## src/rtl/xout_window_acc_pkg.sv

```systemverilog
// Shared types and constants for the XOUT window accumulator.
package xout_window_acc_pkg;

  localparam int DATA_W = 8;
  localparam int SUM_W  = 16;
  localparam int CNT_W  = 8;

  typedef enum logic {
    ACCUM = 1'b0,
    HOLD  = 1'b1
  } state_t;

  // Smaller of two samples.
  function automatic logic [DATA_W-1:0] min_sample(input logic [DATA_W-1:0] a,
                                                   input logic [DATA_W-1:0] b);
    return (a < b) ? a : b;
  endfunction

  // Larger of two samples.
  function automatic logic [DATA_W-1:0] max_sample(input logic [DATA_W-1:0] a,
                                                   input logic [DATA_W-1:0] b);
    return (a > b) ? a : b;
  endfunction

endpackage

```

## src/rtl/xout_window_acc.sv

```systemverilog
// Window accumulator: collects WINDOW unsigned samples, then presents their
// sum, minimum and maximum until the downstream side takes the result.
//
// Handshake: a transfer happens on a rising CLK edge exactly when VALID and
// READY are both high on that edge. A producer holds VALID and its data
// steady until the transfer. READY carries no dependence on VALID. On the
// input side, IN_READY is high only while collecting (ACCUM) and RST is low.
// On the output side, OUT_VALID is high only while presenting (HOLD).
module xout_window_acc
  import xout_window_acc_pkg::*;
#(
  parameter int WINDOW = 4
) (
  input  logic              CLK,
  input  logic              RST,
  input  logic [DATA_W-1:0] IN_DATA,
  input  logic              IN_VALID,
  output logic              IN_READY,
  output logic [SUM_W-1:0]  SUM,
  output logic [DATA_W-1:0] MIN_OUT,
  output logic [DATA_W-1:0] MAX_OUT,
  output logic              OUT_VALID,
  input  logic              OUT_READY,
  output state_t            STATE_DBG
);

  // The counter value seen when the final sample of a window arrives.
  // With WINDOW=256 this is 255, which still fits the 8-bit counter.
  localparam logic [CNT_W-1:0] LAST_IDX = CNT_W'(WINDOW - 1);

  state_t              state_q;
  state_t              state_d;
  logic [CNT_W-1:0]    cnt_q;
  logic [SUM_W-1:0]    acc_sum_q;
  logic [DATA_W-1:0]   acc_min_q;
  logic [DATA_W-1:0]   acc_max_q;
  logic [SUM_W-1:0]    sum_q;
  logic [DATA_W-1:0]   min_q;
  logic [DATA_W-1:0]   max_q;

  logic                accept;
  logic                first_sample;
  logic                last_sample;
  logic                transfer;
  logic [SUM_W-1:0]    next_sum;
  logic [DATA_W-1:0]   next_min;
  logic [DATA_W-1:0]   next_max;

  // Handshake qualifiers are decoded from registered state only.
  always_comb begin
    IN_READY     = 1'b0;
    OUT_VALID    = 1'b0;
    accept       = 1'b0;
    transfer     = 1'b0;
    first_sample = 1'b0;
    last_sample  = 1'b0;
    IN_READY     = (state_q == ACCUM) && !RST;
    OUT_VALID    = (state_q == HOLD);
    accept       = IN_VALID && IN_READY;
    transfer     = OUT_VALID && OUT_READY;
    first_sample = (cnt_q == '0);
    last_sample  = (cnt_q == LAST_IDX);
  end

  // Running values including the sample currently being accepted; the first
  // sample of a window seeds min/max instead of comparing against stale data.
  always_comb begin
    next_sum = '0;
    next_min = '0;
    next_max = '0;
    next_sum = SUM_W'(acc_sum_q) + SUM_W'(IN_DATA);
    if (first_sample) begin
      next_min = IN_DATA;
      next_max = IN_DATA;
    end else begin
      next_min = min_sample(acc_min_q, IN_DATA);
      next_max = max_sample(acc_max_q, IN_DATA);
    end
  end

  // Next-state logic: close the window on its last sample, reopen on transfer.
  always_comb begin
    state_d = state_q;
    case (state_q)
      ACCUM: begin
        if (accept && last_sample) begin
          state_d = HOLD;
        end
      end
      HOLD: begin
        if (OUT_READY) begin
          state_d = ACCUM;
        end
      end
      default: state_d = ACCUM;
    endcase
  end

  // State register.
  always_ff @(posedge CLK) begin
    if (RST) begin
      state_q <= ACCUM;
    end else begin
      state_q <= state_d;
    end
  end

  // Running accumulators: update per accepted sample, clear on transfer.
  always_ff @(posedge CLK) begin
    if (RST) begin
      cnt_q     <= '0;
      acc_sum_q <= '0;
      acc_min_q <= '0;
      acc_max_q <= '0;
    end else if (transfer) begin
      cnt_q     <= '0;
      acc_sum_q <= '0;
      acc_min_q <= '0;
      acc_max_q <= '0;
    end else if (accept) begin
      cnt_q     <= cnt_q + CNT_W'(1);
      acc_sum_q <= next_sum;
      acc_min_q <= next_min;
      acc_max_q <= next_max;
    end
  end

  // Result registers: loaded with the completed window and otherwise kept,
  // so the last result survives a transfer until the next window closes.
  always_ff @(posedge CLK) begin
    if (RST) begin
      sum_q <= '0;
      min_q <= '0;
      max_q <= '0;
    end else if (accept && last_sample) begin
      sum_q <= next_sum;
      min_q <= next_min;
      max_q <= next_max;
    end
  end

  assign SUM       = sum_q;
  assign MIN_OUT   = min_q;
  assign MAX_OUT   = max_q;
  assign STATE_DBG = state_q;

endmodule

```

## config.mk

```make
export PLATFORM = sky130hd
export DESIGN_NAME = xout_window_acc
export DESIGN_NICKNAME = d
export VERILOG_FILES = /design/src/rtl/xout_window_acc_pkg.sv /design/src/rtl/xout_window_acc.sv
export SDC_FILE = /design/constraint.sdc
export NUM_CORES = 1
export LEC_CHECK = 0
export CORE_MARGIN = 4
export CORE_UTILIZATION = 55
export CTS_BUF_LIST = sky130_fd_sc_hd__clkbuf_8
export CTS_CLUSTER_SIZE = 12
export DETAILED_ROUTE_END_ITERATION = 16
export PLACE_DENSITY = 0.82
export SETUP_SLACK_MARGIN = 0.05
export SYNTH_ARGS = -nofsm -noshare
export SYNTH_HDL_FRONTEND = slang
export SYNTH_SLANG_ARGS = --single-unit
```

## constraint.sdc

```tcl
create_clock -name CLK -period 3 [get_ports CLK]
set_input_delay 0.3 -clock CLK [delete_from_list [all_inputs] [get_ports CLK]]
set_output_delay 0.3 -clock CLK [all_outputs]
set_load 0.005 [all_outputs]
```

## Word level (Yosys, flattened, before mapping)

Index checks and enable logic that the tools add are counted.
W data, S select, Z words.

- Word-level logic and storage cells: 28
- Input port bits: 12
- Register bits: 73

- Multiplexer cells: 7
- Add/subtract/negate cells: 2
- Bitwise operators: 1
- Magnitude comparators: 2
- Reduce and logical (&&, ||, !) cells: 7
- Equality and inequality tests: 1

Operators by type and width:

| kind | number |
|---|---|
| $mux W8 | 4 |
| $add A16 B8 Y16 | 1 |
| $add A8 B1 Y8 const B | 1 |
| $eq A8 B2 Y1 const B | 1 |
| $gt A8 B8 Y1 | 1 |
| $logic_not A8 Y1 | 1 |
| $lt A8 B8 Y1 | 1 |
| $logic_and A1 B1 Y1 | 4 |
| $mux W1 | 2 |
| $pmux W1 S2 | 1 |
| $reduce_or A2 Y1 | 1 |
| $logic_not A1 Y1 | 1 |
| $not A1 Y1 | 1 |

## Logic depth before layout (Yosys ltp)

Gate-level depths: netlist of run 1.

- Word-level depth: 6
- Depth in mapped cells: 9

## Worst setup path after synthesis of run 1

OpenSTA, ideal clock, no wires.

- Kind: input port to flip-flop
- From: input port IN_DATA[0]
- To: register sum_q[12] (netlist: SUM[12])
- Buffers on the path: 0
- Stages: 8
- Slack: 0.865 ns
- Data arrival time: 1.998 ns
- Setup time: 0.138 ns
- Cells stage by stage: ha_1 fa_1 a21o_1 a221oi_1 o21ai_1 nand3_1 xor2_1 a211oi_1

- Word-level cells in the longest chain between the ends: 1

Ends and longest elaborated chain:

| what | line | source |
|---|---|---|
| start, declared | xout_window_acc.sv:16 | `input logic [DATA_W-1:0] IN_DATA,` |
| $add A16 B8 Y16 | xout_window_acc.sv:71 | `next_sum = SUM_W'(acc_sum_q) + SUM_W'(IN_DATA);` |
| end signal, assigned | xout_window_acc.sv:136 | `sum_q <= next_sum;` |
| end, declared | xout_window_acc.sv:37 | `logic [SUM_W-1:0] sum_q;` |

Every way passes these cells.
A chain may end at the register's enable or synchronous reset.

## Worst setup path in the final report of run 1

- From: input port IN_DATA[1]
- To: register min_q[3] (netlist: MIN_OUT[3])

- Word-level cells in the longest chain between the ends: 3

Ends and longest elaborated chain:

| what | line | source |
|---|---|---|
| $lt A8 B8 Y1 | xout_window_acc_pkg.sv:16 | `return (a < b) ? a : b;` |
| $mux W8 | xout_window_acc_pkg.sv:16 |  |
| $mux W8 | xout_window_acc.sv:72 | `if (first_sample) begin` |
| end signal, assigned | xout_window_acc.sv:137 | `min_q <= next_min;` |
| end, declared | xout_window_acc.sv:38 | `logic [DATA_W-1:0] min_q;` |

Every way passes these cells.

==> flow_summary_export.csv, run 1 <==
group,metric,value,unit
timing,fin_crit_sh,86.2,%
final_layout,finalInstanceArea,4480,µm²
pwr,p_per_area,502,nW/µm²
synthesis,synth_seq_cells,73,
floorplan,die_height,90.2,µm
synthesis,syn_area,3720,µm²
placement,placed_cell_area,4240,µm²
route,detail_route.wl_per_cell,15.9,µm
placement,place_inst,539,
synthesis,ys_types,46,
floorplan,die_x,90.2,µm
grt,grt_pass1_wl,15.2,mm
final_layout,multi_input_area,2080,µm²
worst_hold_path,min_path_type,"reg -> reg",
final_layout,fin_nets,511,
synthesis,yosysSeqAreaShare,39.3,%
critical_path,path_class,"in -> reg",
timing,worst_pin_slew,1170,ps
critical_path,endpoint,"MIN_OUT[3]",
final_layout,diodes,0,
synthesis,synthTopCellsByArea,"dfxtp_1, ha_1, nor2_1, a21oi_1, nand2_1",
floorplan,fp-row-count,29,
clocking,numCtsBuffers,9,
synthesis,synth-main-ff-cell,"dfxtp_1",
critical_path,worst-r2r-setup-slack,540,ps
timing,finalHoldViolCount,0,
final_layout,fin_util,69.4,%
route,drc_errors,0,
clocking,cts_buffer_depth,2,
pwr,peakVddDrop,0.412,mV
grt,grt_overflow,0,
timing,fin_skew,9.50,ps
timing,relSlewSlack,21.7,%
floorplan,io_pins,47,
floorplan,core_area,6460,µm²
final_layout,final_common_cell,"dfxtp_1",
timing,rsz0062_at_grt,"no",
critical_path,crit_start,"IN_DATA[1]",
route,drtIter0Drc,143,
route,vias,3316,
clocking,postCtsSetupBuffers,0,
pwr,p_leak,1.77,nW
placement,place_congestion,0.878,
critical_path,cp_max_fo,9,
grt,grt_start_max_net_pins,32,
final_layout,drive_gt1_share,7.53,%
timing,min_period,2580,ps
synthesis,avgSynthCellArea,8.57,µm²
clocking,clk_pin_slew_worst_paths,80,ps
clocking,cts_resized,0,
critical_path,worstSetupStartpointType,"input pin",
final_layout,layout_common_cells,"dfxtp_1, nor2_1, clkdlybuf4s50_1",
synthesis,synth_nets,472,
critical_path,worstPathArrival,2840,ps
synthesis,netlist_instances,434,
clocking,htreeDepth,3,
run,max_cap_violations,0,
synthesis,synth_top_cell_by_area,"dfxtp_1",
synthesis,synth_edf_count,0,
synthesis,ys_warn_count,0,
floorplan,die-area,8140,µm²
clocking,tritoncts,"yes",
final_layout,area_growth,20.6,%
grt,antenna_found_initial,0,
timing,finalSetupViolCount,0,
synthesis,synth_top_area_share,39.3,%
route,first_pass_iters,5,
critical_path,r2r_end,"SUM[12]",
clocking,clockRootBuffer,"clkbuf_8",
grt,grt_pass1_vias,3257,
critical_path,endpoint_kind,"flop",
timing,tns,0,ps
grt,track_usage,22.7,%
placement,place_hpwl,6.29,mm
placement,port_buffers,46,
worst_hold_path,hold_path_startpoint,"SUM[8]",
critical_path,r2r-start,"acc_sum_q[0]",
outcome,status,"finished, final reports clean",
timing,drv_slew,0,
clocking,clk_latency,350,ps
timing,max_freq,0.387,GHz
critical_path,r2r_cells,8,
route,ant_nets,0,
final_layout,seqCellArea,1460,µm²
floorplan,start_util,57.6,%
final_layout,final_cells,555,
clocking,holdBufCountCts,0,
route,finalWirelength,8.80,mm
final_layout,final.fill_count,521,
route,via_per_inst,5.97,
clocking,clock_sink_count,73,
pwr,power,2.25,mW
critical_path,required,3260,ps
synthesis,synthArstFlopShare,0,%
## sequential cells by signal (all words and copies together), names as in the netlist
register   cells
MIN_OUT        8
OUT_VALID      1
MAX_OUT        8
acc_sum_q     16
SUM           16
cnt_q          8
acc_min_q      8
acc_max_q      8
## cell families (layout without fill, tap and decap cells)
family          Yosys count  after routing  synth area share [%]
mux                      10             10                  2.69
fa+ha+maj                26             26                  8.95
simple gates            163            163                  21.6
compound gates           97             97                  17.2
flops                    73             73                  39.3
xor+xnor                 22             22                  5.18
buf+inv                  43             87                  4.98
## per-stage QoR
stage	hold slack (ps)	setup slack, ps
after floorplan	438	865
after global placement	441	179
after detailed placement	448	48.9
after CTS	458	410
after global routing	481	269
final	454	415
## synthesized netlist by cell type (2+ instances only)
library cell and number:
a211oi_1 19, a21o_1 4, a21oi_1 31, a31oi_1 2, and3_1 6, and4_1 3, buf_1 3, buf_2 4
buf_4 3, clkbuf_1 20, dfxtp_1 73, ha_1 25, inv_1 12, mux2i_1 10, nand2_1 39, nand2b_1 2
nand3_1 21, nand4_1 10, nor2_1 47, nor2b_1 2, nor3_1 15, nor3b_1 2, nor4_1 10, o2111ai_1 2
o211ai_1 9, o21ai_0 4, o21ai_1 11, o31ai_1 7, xnor2_1 10, xor2_1 12
## layout make-up
type / count / area share (%)
multi-input cells: 318 / 46.4
flip-flops and latches: 73 / 32.6
repair buffers: 59 / 12.4
clock buffers: 10 / 3.07
clock inverters: 6 / 2.37
well taps: 77 / 2.15
inverters: 12 / 1.00
## metal layers
layer / wire length (µm) / GRT usage [%] / up-vias
li1: - / - / 1646
met1: 3790 / 28.0 / 1550
met2: 4370 / 38.4 / 102
met3: 480 / 6.26 / 18
met4: 161 / 7.40 / 0
met5: 0 / 0 / -
## report_power, final
group | leakage (nW) | internal (mW) | switching [mW]
clock network | 0.124 | 0.571 | 0.364
registers | 0.592 | 0.996 | 0.0227
logic | 1.05 | 0.119 | 0.177
## how the worst min path moves through the flow
stage / end / cells after the start
floorplan: acc_sum_q[6] / 2
global placement: SUM[8] / 2
detailed placement: SUM[4] / 2
CTS: SUM[4] / 2
global route: SUM[5] / 2
finish: SUM[8] / 2
## critical path: stages
cell and delay (ps):
clkdlybuf4s50_1 620, inv_1 120, ha_1 340, a2111oi_4 310
nor3_2 100, or4_4 600, mux2i_1 160, a211oi_1 280
No activity file was read; power rests on OpenSTA's default activity.
==> run 2, diff against run 1 <==
--- a/config.mk
+++ b/config.mk
@@ -6,11 +6,11 @@
 export NUM_CORES = 1
 export LEC_CHECK = 0
 export CORE_MARGIN = 4
-export CORE_UTILIZATION = 55
+export CORE_UTILIZATION = 45
 export CTS_BUF_LIST = sky130_fd_sc_hd__clkbuf_8
 export CTS_CLUSTER_SIZE = 12
 export DETAILED_ROUTE_END_ITERATION = 16
-export PLACE_DENSITY = 0.82
+export PLACE_DENSITY = 0.7
 export SETUP_SLACK_MARGIN = 0.05
 export SYNTH_ARGS = -nofsm -noshare
 export SYNTH_HDL_FRONTEND = slang
==> run 2 against run 1 <==
Clock power fell by 10%. Non-clock buffer count did not move. Setup slack improved by 26 ps. Worst hold slack improved by 4.7 ps. Flip-flop and latch count did not move. Maximum frequency rose by 1.0%. Sequential power barely moved. Critical path depth did not move. Clock skew rose by 1.4 ps. Combinational power rose by 1%. Highest routed layer unchanged.
==> flow_summary_export.csv, run 2 (same netlist as run 1, synthesis figures left out) <==
group,metric,value,unit
critical_path,r2r_cells,8,
run,max_cap_violations,0,
critical_path,worstPathCellList,"clkdlybuf4s50_1, ha_1, a21o_1, a31o_1, o2111ai_1, nand2_1, and4_1, nor4_1",
critical_path,cpLargestDelayFamily,"simple AND/OR/NAND/NOR gates",
pwr,p_switching,0.580,mW
critical_path,cpPeakStageDelay,540,ps
floorplan,start_util,47.1,%
placement,port_buffers,46,
worst_hold_path,min_path_type,"reg -> reg",
floorplan,die-area,9780,µm²
route,ant_nets,0,
final_layout,seqCellArea,1460,µm²
timing,tns,0,ps
clocking,clk_pin_slew_worst_paths,80,ps
route,detail_route.wl_per_cell,15.7,µm
critical_path,required,3240,ps
worst_hold_path,hold_path_startpoint,"SUM[6]",
clocking,clk_latency,350,ps
floorplan,io_pins,47,
timing,fin_crit_sh,85.3,%
grt,grt_start_max_net_pins,38,
critical_path,cp_slowest_cell,"clkdlybuf4s50_1",
pwr,comb_power_share,13.9,%
pwr,p_seq_share,47.2,%
critical_path,worstPathArrival,2800,ps
timing,worst_pin_slew,612,ps
clocking,htreeDepth,3,
critical_path,r2r_end,"SUM[12]",
timing,min_period,2560,ps
pwr,p_per_area,480,nW/µm²
final_layout,diodes,0,
final_layout,multi_input_area,2080,µm²
grt,grt_overflow,0,
route,vias,3318,
critical_path,endpoint_kind,"flop",
timing,setup_ws,442,ps
worst_hold_path,hold_end,"SUM[6]",
clocking,clockRootBuffer,"clkbuf_8",
critical_path,critPathBufInv,1,
floorplan,core_area,7890,µm²
floorplan,die_height,98.9,µm
clocking,cts_buffer_depth,2,
grt,antenna_found_initial,0,
timing,relSlewSlack,58.9,%
placement,place_congestion,0.848,
placement,dp_slack,129,ps
worst_hold_path,hold_depth,2,
timing,fin_skew,10.9,ps
floorplan,fp-row-count,32,
route,drc_errors,0,
clocking,postCtsSetupBuffers,0,
timing,finalSetupViolCount,0,
final_layout,layout_common_cells,"dfxtp_1, nor2_1, clkdlybuf4s50_1",
critical_path,r2r-start,"acc_sum_q[0]",
clocking,holdBufCountCts,0,
clocking,cts_resized,0,
critical_path,path_class,"in -> reg",
critical_path,worst-r2r-setup-slack,610,ps
critical_path,cp_max_fo,11,
pwr,p_leak,1.76,nW
final_layout,area_growth,20.9,%
timing,finalHoldViolCount,0,
route,via_per_inst,5.72,
final_layout,final_common_cell,"dfxtp_1",
pwr,power,2.16,mW
final_layout,drive_gt1_share,7.53,%
clocking,clock_sink_count,73,
timing,hold_slack,459,ps
clocking,tritoncts,"yes",
route,drtIter0Drc,99,
route,finalWirelength,9.10,mm
clocking,numCtsBuffers,9,
outcome,status,"finished, final reports clean",
pwr,power_frac_clock,38.8,%
placement,place_hpwl,6.44,mm
pwr,p_sw_share,26.9,%
route,first_pass_iters,4,
final_layout,fin_nets,511,
grt,track_usage,19.2,%
pwr,intPower,1.58,mW
critical_path,worstSetupStartpointType,"input pin",
grt,grt_pass1_wl,15.4,mm
pwr,peakVddDrop,0.213,mV
timing,rsz0062_at_grt,"no",
floorplan,die_x,98.9,µm
grt,grt_pass1_vias,3284,
timing,max_freq,0.391,GHz
final_layout,final.fill_count,710,
timing,drv_slew,0,
run 2: cell count changes in the layout (fill, tap and decap cells not counted), sizes merged:
| cell | previous run | this run |
|---|---|---|
| bufinv | 3 | 2 |
| clkinv | 1 | 3 |
| clkbuf | 10 | 9 |
run 2: layout make-up:
type | count | area share, %
multi-input combinational | 318 | 46.3
sequential | 73 | 32.5
timing repair buffer | 59 | 12.7
tap | 102 | 2.84
clock buffer | 9 | 2.76
clock inverter | 7 | 1.92
inverter | 12 | 1.00
run 2: worst max path at each step:
stage                from  endpoint  cells past startpoint
2_1_floorplan  IN_DATA[0]   SUM[12]                      8
3_3_place_gp   IN_DATA[0]   SUM[14]                      9
3_5_place_dp   IN_DATA[4]   SUM[11]                      8
4_1_cts        IN_DATA[4]   SUM[11]                      8
5_1_grt        IN_DATA[0]   SUM[12]                      9
6_report       IN_DATA[4]   SUM[11]                      8
run 2: routing by layer:
| metal | part of all wire [%] | routed length [µm] | global-route usage, % | vias to the layer above |
|---|---|---|---|---|
| met2 | 48 | 4410 | 31.5 | 77 |
| met5 | 0 | 0 | 0 | - |
| li1 | - | - | - | 1636 |
| met4 | 2.7 | 242 | 9.87 | 0 |
| met3 | 4.6 | 422 | 3.33 | 23 |
| met1 | 44 | 4020 | 24.0 | 1582 |
run 2: worst min-delay path: cells and delay by family, from the launching register on:
kind / cells / cell delay, ps
flip-flops: 1 / 310
AND/OR/NAND/NOR: 1 / 50
AO/OA/AOI/OAI: 1 / 50
run 2: power groups by stage:
stage	clock network, mW	registers, mW	logic (mW)
after global routing	0.886	1.02	0.336
after floorplan	0	1.03	0.215
after global placement	0	1.04	0.287
after CTS	0.848	1.02	0.300
final	0.838	1.02	0.301
after detailed placement	0	1.04	0.298
run 2: through the flow:
stage               util, %  instances  cell area (µm²)
finish                 57.0        580             4490
global route           57.0        580             4490
CTS                    57.0        580             4490
detailed placement     54.3        564             4280
global placement       54.3        564             4280
floorplan                 -        434             3720
==> run 3, diff against run 2 <==
--- a/config.mk
+++ b/config.mk
@@ -5,6 +5,7 @@
 export SDC_FILE = /design/constraint.sdc
 export NUM_CORES = 1
 export LEC_CHECK = 0
+export CORE_ASPECT_RATIO = 2
 export CORE_MARGIN = 4
 export CORE_UTILIZATION = 45
 export CTS_BUF_LIST = sky130_fd_sc_hd__clkbuf_8
==> run 3 against run 2 <==
Largest power group unchanged. Worst hold slack improved by 3.9 ps. Critical endpoint unchanged. Sequential power barely moved. Flip-flop and latch count is the same.
==> flow_summary_export.csv, run 3 (same netlist as run 1, synthesis figures left out) <==
group,metric,value,unit
outcome,status,"finished, final reports clean",
clocking,holdBufCountCts,0,
clocking,cts_resized,0,
placement,dp_slack,27.5,ps
floorplan,start_util,46.5,%
critical_path,worstPathCellList,"clkdlybuf4s50_1, ha_1, a21o_1, a31o_1, o2111ai_1, nand2_1, and4_1, nor4_1",
placement,placed_cell_area,4280,µm²
route,detail_route.wl_per_cell,17.3,µm
grt,grt_pass1_vias,3323,
route,first_pass_iters,5,
route,via_per_inst,5.82,
floorplan,core_area,8000,µm²
timing,min_period,2600,ps
clocking,htreeDepth,3,
route,vias,3344,
clocking,numCtsBuffers,9,
clocking,clockRootBuffer,"clkbuf_8",
pwr,p_leak,1.77,nW
placement,port_buffers,46,
floorplan,io_pins,47,
timing,finalSetupViolCount,0,
critical_path,worstPathArrival,2860,ps
timing,fin_skew,8.86,ps
final_layout,final.fill_count,709,
grt,grt_start_max_net_pins,38,
run,max_cap_violations,0,
grt,grt_overflow,0,
final_layout,drive_gt1_share,7.72,%
grt,track_usage,21.2,%
floorplan,die_height,137,µm
pwr,peakVddDrop,0.348,mV
clocking,tritoncts,"yes",
clocking,cts_buffer_depth,2,
route,drtIter0Drc,193,
route,ant_nets,0,
route,finalWirelength,9.95,mm
final_layout,finalInstanceArea,4510,µm²
route,drc_errors,0,
pwr,p_per_area,491,nW/µm²
timing,rsz0062_at_grt,"no",
grt,antenna_found_initial,0,
placement,place_hpwl,7.30,mm
critical_path,endpoint_kind,"flop",
placement,place_congestion,0.882,
worst_hold_path,min_path_type,"reg -> reg",
final_layout,final_common_cell,"dfxtp_1",
timing,relSlewSlack,60.1,%
timing,max_freq,0.385,GHz
clocking,clk_latency,360,ps
critical_path,cpPeakStageDelay,550,ps
floorplan,fp-row-count,46,
timing,finalHoldViolCount,0,
timing,drv_slew,0,
critical_path,cp_max_fo,11,
critical_path,cp_slowest_cell,"clkdlybuf4s50_1",
clocking,postCtsSetupBuffers,0,
timing,setup_ws,400,ps
timing,worst_pin_slew,595,ps
floorplan,die_x,72.3,µm
clocking,clk_pin_slew_worst_paths,70,ps
critical_path,worstSetupStartpointType,"input pin",
critical_path,path_class,"in -> reg",
clocking,clock_sink_count,73,
final_layout,fin_nets,512,
final_layout,area_growth,21.4,%
final_layout,diodes,0,
timing,tns,0,ps
final_layout,layout_common_cells,"dfxtp_1, nor2_1, clkdlybuf4s50_1",
critical_path,required,3260,ps
grt,grt_pass1_wl,16.2,mm
timing,fin_crit_sh,86.7,%
floorplan,die-area,9870,µm²
-- run 3: cell count changes in the layout (fill, tap and decap cells not counted) --
cell	before	now
clkinvlp_4	1	2
clkinv_2	3	0
buf_4	12	13
clkbuf_8	9	11
-- run 3: metrics by stage --
step	hold WS (ps)	util (%)	instances	power, mW
2_1_floorplan	438	-	434	1.25
3_3_place_gp	449	53.5	559	1.34
3_5_place_dp	450	53.5	559	1.34
4_1_cts	466	56.4	575	2.23
5_1_grt	479	56.4	575	2.30
6_report	463	56.4	575	2.22
-- run 3: worst max-delay path: cells and delay by family --
family,cells,cell delay (ps)
and+or+nand+nor,3,830
adders and majority gates,1,420
AOI/OAI and AO/OA,3,750
buffers and inverters,1,550
-- run 3: layout make-up --
| cell class | instances | area (µm²) | share of cell area [%] |
|---|---|---|---|
| clock inverter | 5 | 78.8 | 1.75 |
| multi-input combinational | 318 | 2080 | 46.0 |
| inverter | 12 | 45.0 | 0.998 |
| clock buffer | 11 | 151 | 3.35 |
| tap | 96 | 120 | 2.66 |
| timing repair buffer | 60 | 578 | 12.8 |
| sequential | 73 | 1460 | 32.4 |
-- run 3: power breakdown --
group / switching (mW) / internal (mW) / leakage, nW
Combinational: 0.184 / 0.120 / 1.06
Clock: 0.381 / 0.511 / 0.113
Sequential: 0.0241 / 0.996 / 0.592
Total: 0.589 / 1.63 / 1.77
-- run 3: path summary, 6_finish.rpt --
check	cells past startpoint	from	slack, ps	to
worst max register to register	8	acc_sum_q[0]	560	SUM[10]
worst max-delay path	8	IN_DATA[4]	400	SUM[11]
worst min register to register	2	SUM[0]	460	SUM[0]
worst min-delay path	2	SUM[0]	460	SUM[0]
-- run 3: metal layers --
layer,vias to the layer above,GRT usage [%],share of wire [%]
li1,1643,-,-
met3,28,3.82,4.2
met2,94,37.6,53
met4,0,12.6,4.3
met1,1579,22.8,38
met5,-,0,0
